### config.mk
export PLATFORM = sky130hd
export DESIGN_NAME = bnn_sequencer
export DESIGN_NICKNAME = d
export VERILOG_FILES = /design/src/rtl/bnn_pkg.sv /design/src/rtl/bnn_param_serializer.sv /design/src/rtl/bnn_sequencer.sv
export SDC_FILE = /design/constraint.sdc
export NUM_CORES = 1
export LEC_CHECK = 0
export CAP_MARGIN = 30
export CELL_PAD_IN_SITES_DETAIL_PLACEMENT = 1
export CELL_PAD_IN_SITES_GLOBAL_PLACEMENT = 1
export CORE_MARGIN = 2
export CORE_UTILIZATION = 39
export CTS_CLUSTER_DIAMETER = 60
export DETAILED_ROUTE_END_ITERATION = 8
export GPL_TIMING_DRIVEN = 0
export PLACE_DENSITY_LB_ADDON = 0.05
export SLEW_MARGIN = 30
export SYNTH_ARGS = -nofsm -noshare
export SYNTH_HDL_FRONTEND = slang
export SYNTH_SLANG_ARGS = --single-unit
### constraint.sdc
create_clock -name clk -period 2.48 [get_ports clk]
set_clock_uncertainty 0.05 [all_clocks]
set_input_delay 0.372 -clock clk [delete_from_list [all_inputs] [get_ports clk]]
set_output_delay 0.372 -clock clk [all_outputs]
set_load 0.005 [all_outputs]
### src/rtl/bnn_pkg.sv
// Shared types and sizes for the binary neural network sequencer.
package bnn_pkg;

    localparam int unsigned BNN_IN_BITS    = 8;
    localparam int unsigned BNN_OUT_BITS   = 8;
    localparam int unsigned BNN_NIBBLE     = 4;
    localparam int unsigned BNN_CHAIN_BITS = 256;

    typedef enum logic [2:0] {
        S_IDLE,
        S_LOAD,
        S_X_LO,
        S_X_HI,
        S_WAIT,
        S_HOLD
    } bnn_seq_state_t;

endpackage

### src/rtl/bnn_param_serializer.sv
// Byte-to-bit shifter for the datapath parameter chain, LSB first, limited to CHAIN_BITS bits.
module bnn_param_serializer #(
    parameter int unsigned CHAIN_BITS = 256
) (
    input  logic       clk,
    input  logic       rst_n,
    input  logic       start,
    input  logic       in_valid,
    output logic       in_ready,
    input  logic [7:0] in_data,
    output logic       shift_en,
    output logic       bit_out,
    output logic       last_c
);

    localparam int unsigned CW = $clog2(CHAIN_BITS + 1);

    logic [CW-1:0] remaining;
    logic [6:0]    shreg;
    logic [2:0]    byte_left;
    logic [3:0]    take_c;
    logic          accept_c;

    // Bits taken from the next byte: a full byte, or whatever is left of the chain.
    always_comb begin
        take_c   = (32'(remaining) >= 32'd8) ? 4'd8 : 4'(remaining);
        accept_c = in_valid & in_ready;
        last_c   = shift_en & (byte_left == 3'd0) & (remaining == '0);
    end

    always_ff @(posedge clk or negedge rst_n) begin
        if (!rst_n) begin
            remaining <= '0;
            shreg     <= '0;
            byte_left <= '0;
            in_ready  <= 1'b0;
            shift_en  <= 1'b0;
            bit_out   <= 1'b0;
        end else if (start) begin
            remaining <= CW'(CHAIN_BITS);
            shreg     <= '0;
            byte_left <= '0;
            in_ready  <= 1'b1;
            shift_en  <= 1'b0;
        end else if (accept_c) begin
            in_ready  <= 1'b0;
            shift_en  <= 1'b1;
            bit_out   <= in_data[0];
            shreg     <= in_data[7:1];
            byte_left <= 3'(take_c - 4'd1);
            remaining <= remaining - CW'(take_c);
        end else if (shift_en) begin
            if (byte_left != 3'd0) begin
                bit_out   <= shreg[0];
                shreg     <= {1'b0, shreg[6:1]};
                byte_left <= byte_left - 3'd1;
            end else begin
                shift_en <= 1'b0;
                in_ready <= (remaining != '0);
            end
        end
    end

endmodule

### src/rtl/bnn_sequencer.sv
// Sequences parameter loading and nibble-wise inference for the binary neural network datapath.
module bnn_sequencer
    import bnn_pkg::*;
#(
    parameter int unsigned CHAIN_BITS = BNN_CHAIN_BITS,
    parameter int unsigned SETTLE     = 1
) (
    input  logic                    clk,
    input  logic                    rst_n,
    input  logic                    load_start,
    input  logic                    cfg_valid,
    output logic                    cfg_ready,
    input  logic [7:0]              cfg_data,
    input  logic                    in_valid,
    output logic                    in_ready,
    input  logic [BNN_IN_BITS-1:0]  in_data,
    output logic                    out_valid,
    input  logic                    out_ready,
    output logic [BNN_OUT_BITS-1:0] out_data,
    output logic                    busy,
    output logic                    loaded,
    output logic                    bnn_setup,
    output logic                    bnn_param_in,
    output logic                    bnn_x_bank_hi,
    output logic [BNN_NIBBLE-1:0]   bnn_x,
    input  logic [BNN_OUT_BITS-1:0] bnn_out
);

    localparam int unsigned WW = (SETTLE > 1) ? $clog2(SETTLE) : 1;

    bnn_seq_state_t         state;
    logic [BNN_IN_BITS-1:0] in_lat;
    logic [WW-1:0]          wait_cnt;
    logic                   start_c;
    logic                   last_c;

    assign start_c = (state == S_IDLE) & load_start;

    bnn_param_serializer #(
        .CHAIN_BITS(CHAIN_BITS)
    ) u_ser (
        .clk      (clk),
        .rst_n    (rst_n),
        .start    (start_c),
        .in_valid (cfg_valid),
        .in_ready (cfg_ready),
        .in_data  (cfg_data),
        .shift_en (bnn_setup),
        .bit_out  (bnn_param_in),
        .last_c   (last_c)
    );

    // Outside X_LO the nibble pins keep presenting the latched high nibble with bank_hi set.
    always_ff @(posedge clk or negedge rst_n) begin
        if (!rst_n) begin
            state         <= S_IDLE;
            loaded        <= 1'b0;
            busy          <= 1'b0;
            in_ready      <= 1'b0;
            out_valid     <= 1'b0;
            out_data      <= '0;
            bnn_x_bank_hi <= 1'b1;
            bnn_x         <= '0;
            in_lat        <= '0;
            wait_cnt      <= '0;
        end else begin
            case (state)
                S_IDLE: begin
                    if (load_start) begin
                        state    <= S_LOAD;
                        busy     <= 1'b1;
                        loaded   <= 1'b0;
                        in_ready <= 1'b0;
                    end else if (in_valid && in_ready) begin
                        state         <= S_X_LO;
                        busy          <= 1'b1;
                        in_ready      <= 1'b0;
                        in_lat        <= in_data;
                        bnn_x         <= in_data[BNN_NIBBLE-1:0];
                        bnn_x_bank_hi <= 1'b0;
                    end else begin
                        in_ready <= loaded & ~out_valid;
                    end
                end
                S_LOAD: begin
                    if (last_c) begin
                        state    <= S_IDLE;
                        busy     <= 1'b0;
                        loaded   <= 1'b1;
                        in_ready <= ~out_valid;
                    end
                end
                S_X_LO: begin
                    state         <= S_X_HI;
                    bnn_x         <= in_lat[BNN_IN_BITS-1 -: BNN_NIBBLE];
                    bnn_x_bank_hi <= 1'b1;
                end
                S_X_HI: begin
                    state    <= S_WAIT;
                    wait_cnt <= WW'(SETTLE - 1);
                end
                S_WAIT: begin
                    if (wait_cnt == '0) begin
                        state     <= S_HOLD;
                        out_data  <= bnn_out;
                        out_valid <= 1'b1;
                    end else begin
                        wait_cnt <= wait_cnt - WW'(1);
                    end
                end
                S_HOLD: begin
                    if (out_ready) begin
                        state     <= S_IDLE;
                        busy      <= 1'b0;
                        out_valid <= 1'b0;
                        in_ready  <= loaded;
                    end
                end
                default: state <= S_IDLE;
            endcase
        end
    end

endmodule

Yosys cells after proc, flatten, opt, wreduce, memory -nomap -nowiden
Cells that the tools add are included.
- register bits after elaboration: 51
- bits in latches: 0
- bits in writable memories: 0
- ROM bits: 0
- input port bits: 30
- output and inout port bits: 20
- word-level logic and storage cells: 121
- memories kept: 0
- add/subtract/negate cells: 4
- multiply operators: 0
- div/mod/pow operators: 0
- magnitude comparators: 1
- equal/unequal tests: 13
- shift-type cells: 0
- mux-type cells: 51
- bitwise operators: 9
- reduce and logical (&&, ||, !) cells: 27
- operators by type and width (operator ; number):
    $mux 7 ; 4
    $mux 3 ; 9
    $mux 1 ; 25
    $mux 9 ; 2
    $pmux 3 s6 ; 1
    $reduce_and 3->1 ; 6
    $reduce_bool 2->1 ; 7
    $mux 4 ; 3
    $reduce_bool 3->1 ; 4
    $ne 2x2->1 const B ; 5
    $ge 9x4->1 const B ; 1
    $logic_not 9->1 ; 1
    $reduce_bool 9->1 ; 1
    $sub 9x4->9 ; 1
    $pmux 1 s2 ; 4
    $pmux 4 s2 ; 1
    $reduce_and 4->1 ; 2
    $eq 3x2->1 const B ; 2
    $eq 3x3->1 const B ; 2
    $logic_not 3->1 ; 2
    $ne 3x2->1 const B ; 2
    $pmux 1 s3 ; 2
    $reduce_and 2->1 ; 3
    $sub 3x1->3 const B ; 2
    other kinds (6) ; 13

Logic depth before layout (Yosys ltp)
- depth in word-level cells: 5
- depth in mapped cells: 9
- depth with buffers taken out: 8

By module
A second synthesis with hierarchy kept.
- cells, all modules: 216
- area, all modules: 2338.5 um^2
- modules (own cells, without submodules) (module ; instances ; cells an instance ; area each (um^2) ; seq. area each (um^2)):
    bnn_param_serializer ; 1 ; 131 ; 1263.7 ; 550.5
    bnn_sequencer ; 1 ; 85 ; 1074.8 ; 601.8

Worst setup path before layout
Ideal clock, no wire load.
- path type: register to register
- start point: register u_ser.remaining[7]
- end point: register u_ser.byte_left[2]
- setup time: 0.082 ns
- arrival: 1.863 ns
- data required time: 2.348 ns
- slack: 0.485 ns
- cell stages (with the launch flop): 8
- path buffers: 0
- clock period less this slack: 1.995 ns
- path through: dfrtp_1 or4_4 nor3_1 a31oi_1 ha_1 nor2_1 nand4_1 a31oi_1
- word-level cells in the longest chain between the ends: 5
- RTL lines (element ; line ; RTL):
    start, declared ; bnn_param_serializer.sv:18 ; logic [CW-1:0] remaining;
    start signal, assigned ; bnn_param_serializer.sv:40 ; remaining <= CW'(CHAIN_BITS);
    start signal, assigned ; bnn_param_serializer.sv:51 ; remaining <= remaining - CW'(take_c);
    $ge 9x4->1 ; bnn_param_serializer.sv:26 ; take_c = (32'(remaining) >= 32'd8) ? 4'd8 : 4'(remaining);
    $mux 4 ; bnn_param_serializer.sv:26 ;
    $sub 3x1->3 ; bnn_param_serializer.sv:50 ; byte_left <= 3'(take_c - 4'd1);
    $mux 3 ; bnn_param_serializer.sv:45 ; end else if (accept_c) begin
    $mux 3 ; bnn_param_serializer.sv:39 ; end else if (start) begin
    end signal, assigned ; bnn_param_serializer.sv:50 ;
    end signal, assigned ; bnn_param_serializer.sv:56 ; byte_left <= byte_left - 3'd1;
    end, declared ; bnn_param_serializer.sv:20 ; logic [2:0] byte_left;
Every way passes these cells.
A chain may end at the register's enable or synchronous reset.

Final worst setup path
Ends and elaborated chain as after synthesis.

==> flow_results.xml <==
<?xml version="1.0" encoding="UTF-8"?>
<metrics>
  <group name="status">
    <metric name="status" unit="">completed</metric>
  </group>
  <group name="route">
    <metric name="met2_wirelength" unit="um">2710</metric>
    <metric name="antenna_violating_nets_post_route" unit="">0</metric>
    <metric name="firstDrtPassIters" unit="">4</metric>
    <metric name="top_layer_used" unit="">met4</metric>
    <metric name="routed_wire_length_per_instance" unit="um">16.2</metric>
    <metric name="drt-total-wl" unit="um">5610</metric>
    <metric name="number_of_remaining_drc_errors" unit="">0</metric>
    <metric name="m1WireLength" unit="um">2550</metric>
    <metric name="num_vias" unit="">1863</metric>
    <metric name="wl_met3" unit="um">299</metric>
    <metric name="detail_route.iter0.violations" unit="">57</metric>
    <metric name="routed_via_density" unit="">5.37</metric>
  </group>
  <group name="final_layout">
    <metric name="fin_nets" unit="">307</metric>
    <metric name="layout_commonest_cell" unit="">sky130_fd_sc_hd__clkdlybuf4s50_1</metric>
    <metric name="synthToLayoutAreaGrowth" unit="%">31.4</metric>
    <metric name="multi_input_area" unit="um2">1080</metric>
    <metric name="final_cell_count_without_fillers" unit="">347</metric>
    <metric name="sequential_cell_area" unit="um2">1150</metric>
    <metric name="design_area" unit="um2">3020</metric>
    <metric name="layout_common_cells" unit="">sky130_fd_sc_hd__clkdlybuf4s50_1, sky130_fd_sc_hd__dfrtp_1, sky130_fd_sc_hd__nand2_1</metric>
    <metric name="utilization" unit="%">53.9</metric>
    <metric name="antenna-diode-count" unit="">0</metric>
    <metric name="drive_gt1_share" unit="%">10.9</metric>
    <metric name="fillerInstances" unit="">639</metric>
  </group>
  <group name="logic_synthesis">
    <metric name="synth_nets" unit="">251</metric>
    <metric name="synth_warnings" unit="">0</metric>
    <metric name="synth_cell_types" unit="">49</metric>
    <metric name="post_synth_main_area_contributors" unit="">sky130_fd_sc_hd__dfrtp_1, sky130_fd_sc_hd__mux2i_1, sky130_fd_sc_hd__mux2_2</metric>
    <metric name="post_synthesis_share_of_cell_area_spent_on_xor_and_xnor_gates" unit="%">0.381</metric>
    <metric name="yosys_register_bits" unit="">46</metric>
    <metric name="compound_gate_fraction_of_synth_area" unit="%">14.8</metric>
    <metric name="async_flop_share" unit="%">100</metric>
    <metric name="seq_area_frac_synth" unit="%">50.1</metric>
    <metric name="synth-edff-count" unit="">0</metric>
    <metric name="yosysTopAreaCellShare" unit="%">49.0</metric>
    <metric name="avgSynthCellArea" unit="um2">10.5</metric>
    <metric name="yosys.area_share.adder" unit="%">1.63</metric>
    <metric name="synth.cell_area" unit="um2">2300</metric>
    <metric name="synth_simple_gate_area_share" unit="%">18.3</metric>
    <metric name="synth_top_cell_by_area" unit="">sky130_fd_sc_hd__dfrtp_1</metric>
    <metric name="synthCells" unit="">218</metric>
    <metric name="synth_top_flop_cell" unit="">sky130_fd_sc_hd__dfrtp_1</metric>
    <metric name="synth_mux_area_share" unit="%">11.6</metric>
    <metric name="synth_top_family_by_area" unit="">simple AND/OR/NAND/NOR gates</metric>
  </group>
  <group name="cts">
    <metric name="cts_setup_buffers" unit="">0</metric>
    <metric name="htreeDepth" unit="">2</metric>
    <metric name="cts_made_buffers" unit="">5</metric>
    <metric name="worstSkewPairLatency" unit="ns">0.31</metric>
    <metric name="cts_hold_buffers" unit="">0</metric>
    <metric name="cts_tree" unit="">done</metric>
    <metric name="cts_max_path_buffers" unit="">2</metric>
    <metric name="clkTransAtPathRegs" unit="ns">0.09</metric>
    <metric name="clock-root-buffer" unit="">sky130_fd_sc_hd__clkbuf_8</metric>
    <metric name="cts_num_sinks" unit="">46</metric>
  </group>
  <group name="worst_setup_path">
    <metric name="crit_top_cell" unit="">sky130_fd_sc_hd__a31oi_1</metric>
    <metric name="worstPathArrival" unit="ns">2.46</metric>
    <metric name="cp-end-kind" unit="">register</metric>
    <metric name="cp.buffers_inverters" unit="">0</metric>
    <metric name="crit_path_max_fanout" unit="">5</metric>
    <metric name="crit_path_max_incr_delay" unit="ns">0.60</metric>
    <metric name="required" unit="ns">2.65</metric>
    <metric name="path_cells" unit="">or4_4 &gt; nor3_1 &gt; a31oi_1 &gt; ha_1 &gt; nor2_1 &gt; nand4_1 &gt; a31oi_1</metric>
    <metric name="timing.critical_path.from_type" unit="">register</metric>
    <metric name="worstSetupPathType" unit="">reg -&gt; reg</metric>
    <metric name="path_delay_family" unit="">simple AND/OR/NAND/NOR gates</metric>
    <metric name="critPathSlowestCell" unit="">sky130_fd_sc_hd__or4_4</metric>
  </group>
  <group name="power">
    <metric name="vdd.ir_drop.worst" unit="mV">0.422</metric>
    <metric name="cellPowerDensity" unit="nW/um2">1020</metric>
    <metric name="p_leak" unit="nW">1.26</metric>
  </group>
  <group name="sta">
    <metric name="timing.final.setup_violations" unit="">0</metric>
    <metric name="fin_hold_ws" unit="ns">0.0108</metric>
    <metric name="worst-slew-pin-transition" unit="ns">0.845</metric>
    <metric name="final_period_minus_worst_setup_slack" unit="ns">2.30</metric>
    <metric name="achievable-frequency" unit="GHz">0.435</metric>
    <metric name="report.final.hold_viol_count" unit="">0</metric>
    <metric name="slew-limit-headroom" unit="%">43.5</metric>
    <metric name="layout_worst_path_cycle_share" unit="%">92.6</metric>
    <metric name="setup_tns" unit="ns">0</metric>
    <metric name="timing.final.max_slew_violations" unit="">0</metric>
  </group>
  <group name="floorplan">
    <metric name="design.portCount" unit="">50</metric>
    <metric name="initial_core_util" unit="%">41.0</metric>
    <metric name="die-area" unit="um2">6530</metric>
    <metric name="die_h" unit="um">80.8</metric>
    <metric name="chipWidth" unit="um">80.8</metric>
    <metric name="placeableCoreArea" unit="um2">5610</metric>
    <metric name="placementRows" unit="">27</metric>
  </group>
  <group name="global_routing">
    <metric name="antenna_found_initial" unit="">0</metric>
    <metric name="grt_max_degree" unit="">47</metric>
    <metric name="grt_use_total" unit="%">19.5</metric>
    <metric name="grt-ovfl-total" unit="">0</metric>
    <metric name="grt_pass1_wl" unit="um">9720</metric>
    <metric name="grt_pass1_vias" unit="">2069</metric>
  </group>
  <group name="run">
    <metric name="max_cap_violations" unit="">0</metric>
  </group>
  <group name="placement">
    <metric name="postPlaceCellArea" unit="um2">2880</metric>
    <metric name="gp_congestion" unit="">0.729</metric>
    <metric name="io_buffer_count" unit="">49</metric>
    <metric name="dp.cells" unit="">339</metric>
    <metric name="place_hpwl" unit="um">4040</metric>
  </group>
  <group name="hold_path">
    <metric name="hold_path.class" unit="">in -&gt; async</metric>
  </group>
</metrics>
## cell usage after synthesis (3+ instances only)
| cell | instances |
|---|---|
| sky130_fd_sc_hd__o31ai_1 | 4 |
| sky130_fd_sc_hd__ha_1 | 3 |
| sky130_fd_sc_hd__nand2b_1 | 3 |
| sky130_fd_sc_hd__nor2_1 | 17 |
| sky130_fd_sc_hd__a31oi_1 | 3 |
| sky130_fd_sc_hd__or4_1 | 3 |
| sky130_fd_sc_hd__nand2_1 | 22 |
| sky130_fd_sc_hd__or3_1 | 3 |
| sky130_fd_sc_hd__a211oi_1 | 7 |
| sky130_fd_sc_hd__nor3_1 | 3 |
| sky130_fd_sc_hd__mux2_2 | 10 |
| sky130_fd_sc_hd__dfrtp_1 | 45 |
| sky130_fd_sc_hd__inv_1 | 4 |
| sky130_fd_sc_hd__mux2i_1 | 12 |
| sky130_fd_sc_hd__mux2_1 | 3 |
| sky130_fd_sc_hd__clkbuf_1 | 7 |
| sky130_fd_sc_hd__a21o_1 | 3 |
| sky130_fd_sc_hd__nand3_1 | 4 |
| sky130_fd_sc_hd__buf_2 | 4 |
| sky130_fd_sc_hd__o21ai_0 | 9 |
| sky130_fd_sc_hd__a21oi_1 | 12 |
| sky130_fd_sc_hd__o21ai_1 | 3 |
## metal layers
layer / vias up / GRT usage [%]
li1: 897 / -
met4: 0 / 4.58
met2: 39 / 33.1
met5: - / 0
met1: 921 / 24.3
met3: 6 / 6.11
## timing repair
| action | 4_1_cts | 5_1_grt |
|---|---|---|
| setup endpoints to repair | 0 | 2 |
| gates resized for setup | 0 | 2 |
| hold endpoints to repair | 0 | 0 |
## power by group
| part | internal (W) | total (W) | switching (W) |
|---|---|---|---|
| Clock | 0.000430 | 0.000699 | 0.000269 |
| Combinational | 0.000590 | 0.00113 | 0.000543 |
| Sequential | 0.00102 | 0.00125 | 0.000235 |
| Total | 0.00204 | 0.00309 | 0.00105 |
## cells by family after synthesis
kind of cell               after synthesis
xor gates and xnor gates                 1
and+or+nand+nor                         75
buffers and inverters                   16
other                                    2
AOI/OAI and AO/OA                       50
muxes                                   25
DFF                                     46
adders and majority gates                3
## sequential cells by signal, indices dropped and copies added, names as in the netlist
register / cells
bnn_x: 4
bnn_x_bank_hi: 1
busy: 1
in_lat: 4
in_ready: 1
loaded: 1
out_data: 8
out_valid: 1
state: 3
u_ser.bit_out: 1
u_ser.byte_left: 3
u_ser.in_ready: 1
u_ser.remaining: 9
u_ser.shift_en: 1
u_ser.shreg: 7
## through the flow
step | setup WS [ns] | power (W)
finish | 0.183 | 0.00309
floorplan | 0.485 | 0.00192
CTS | 0.0534 | 0.00313
global route | -0.000470 | 0.00333
detailed placement | -0.241 | 0.00241
global placement | -0.393 | 0.00237
## path summary, 6_finish.rpt
check / startpoint / endpoint / slack, ns / cells past startpoint
setup / recovery: u_ser.remaining[7] / u_ser.byte_left[2] / 0.18 / 7
hold reg to reg: bnn_x[3] / bnn_x[3] / 0.45 / 2
hold / removal: rst_n / u_ser.remaining[7] / 0.01 / 1
min in group clk: bnn_x[3] / bnn_x[3] / 0.45 / 2
max in group asynchronous: rst_n / bnn_x[1] / 1.95 / 1
setup reg to reg: u_ser.remaining[7] / u_ser.byte_left[2] / 0.18 / 7
## area by class of cell
| cell class | instances | share of cell area, % |
|---|---|---|
| flip-flops and latches | 46 | 38.1 |
| plain buffers | 12 | 1.70 |
| clock inverters | 2 | 1.99 |
| multi-input cells | 156 | 35.8 |
| well taps | 72 | 2.98 |
| repair buffers | 49 | 16.1 |
| clock buffers | 6 | 2.73 |
| inverters | 4 | 0.497 |
Power figures use the tool's default switching activity.
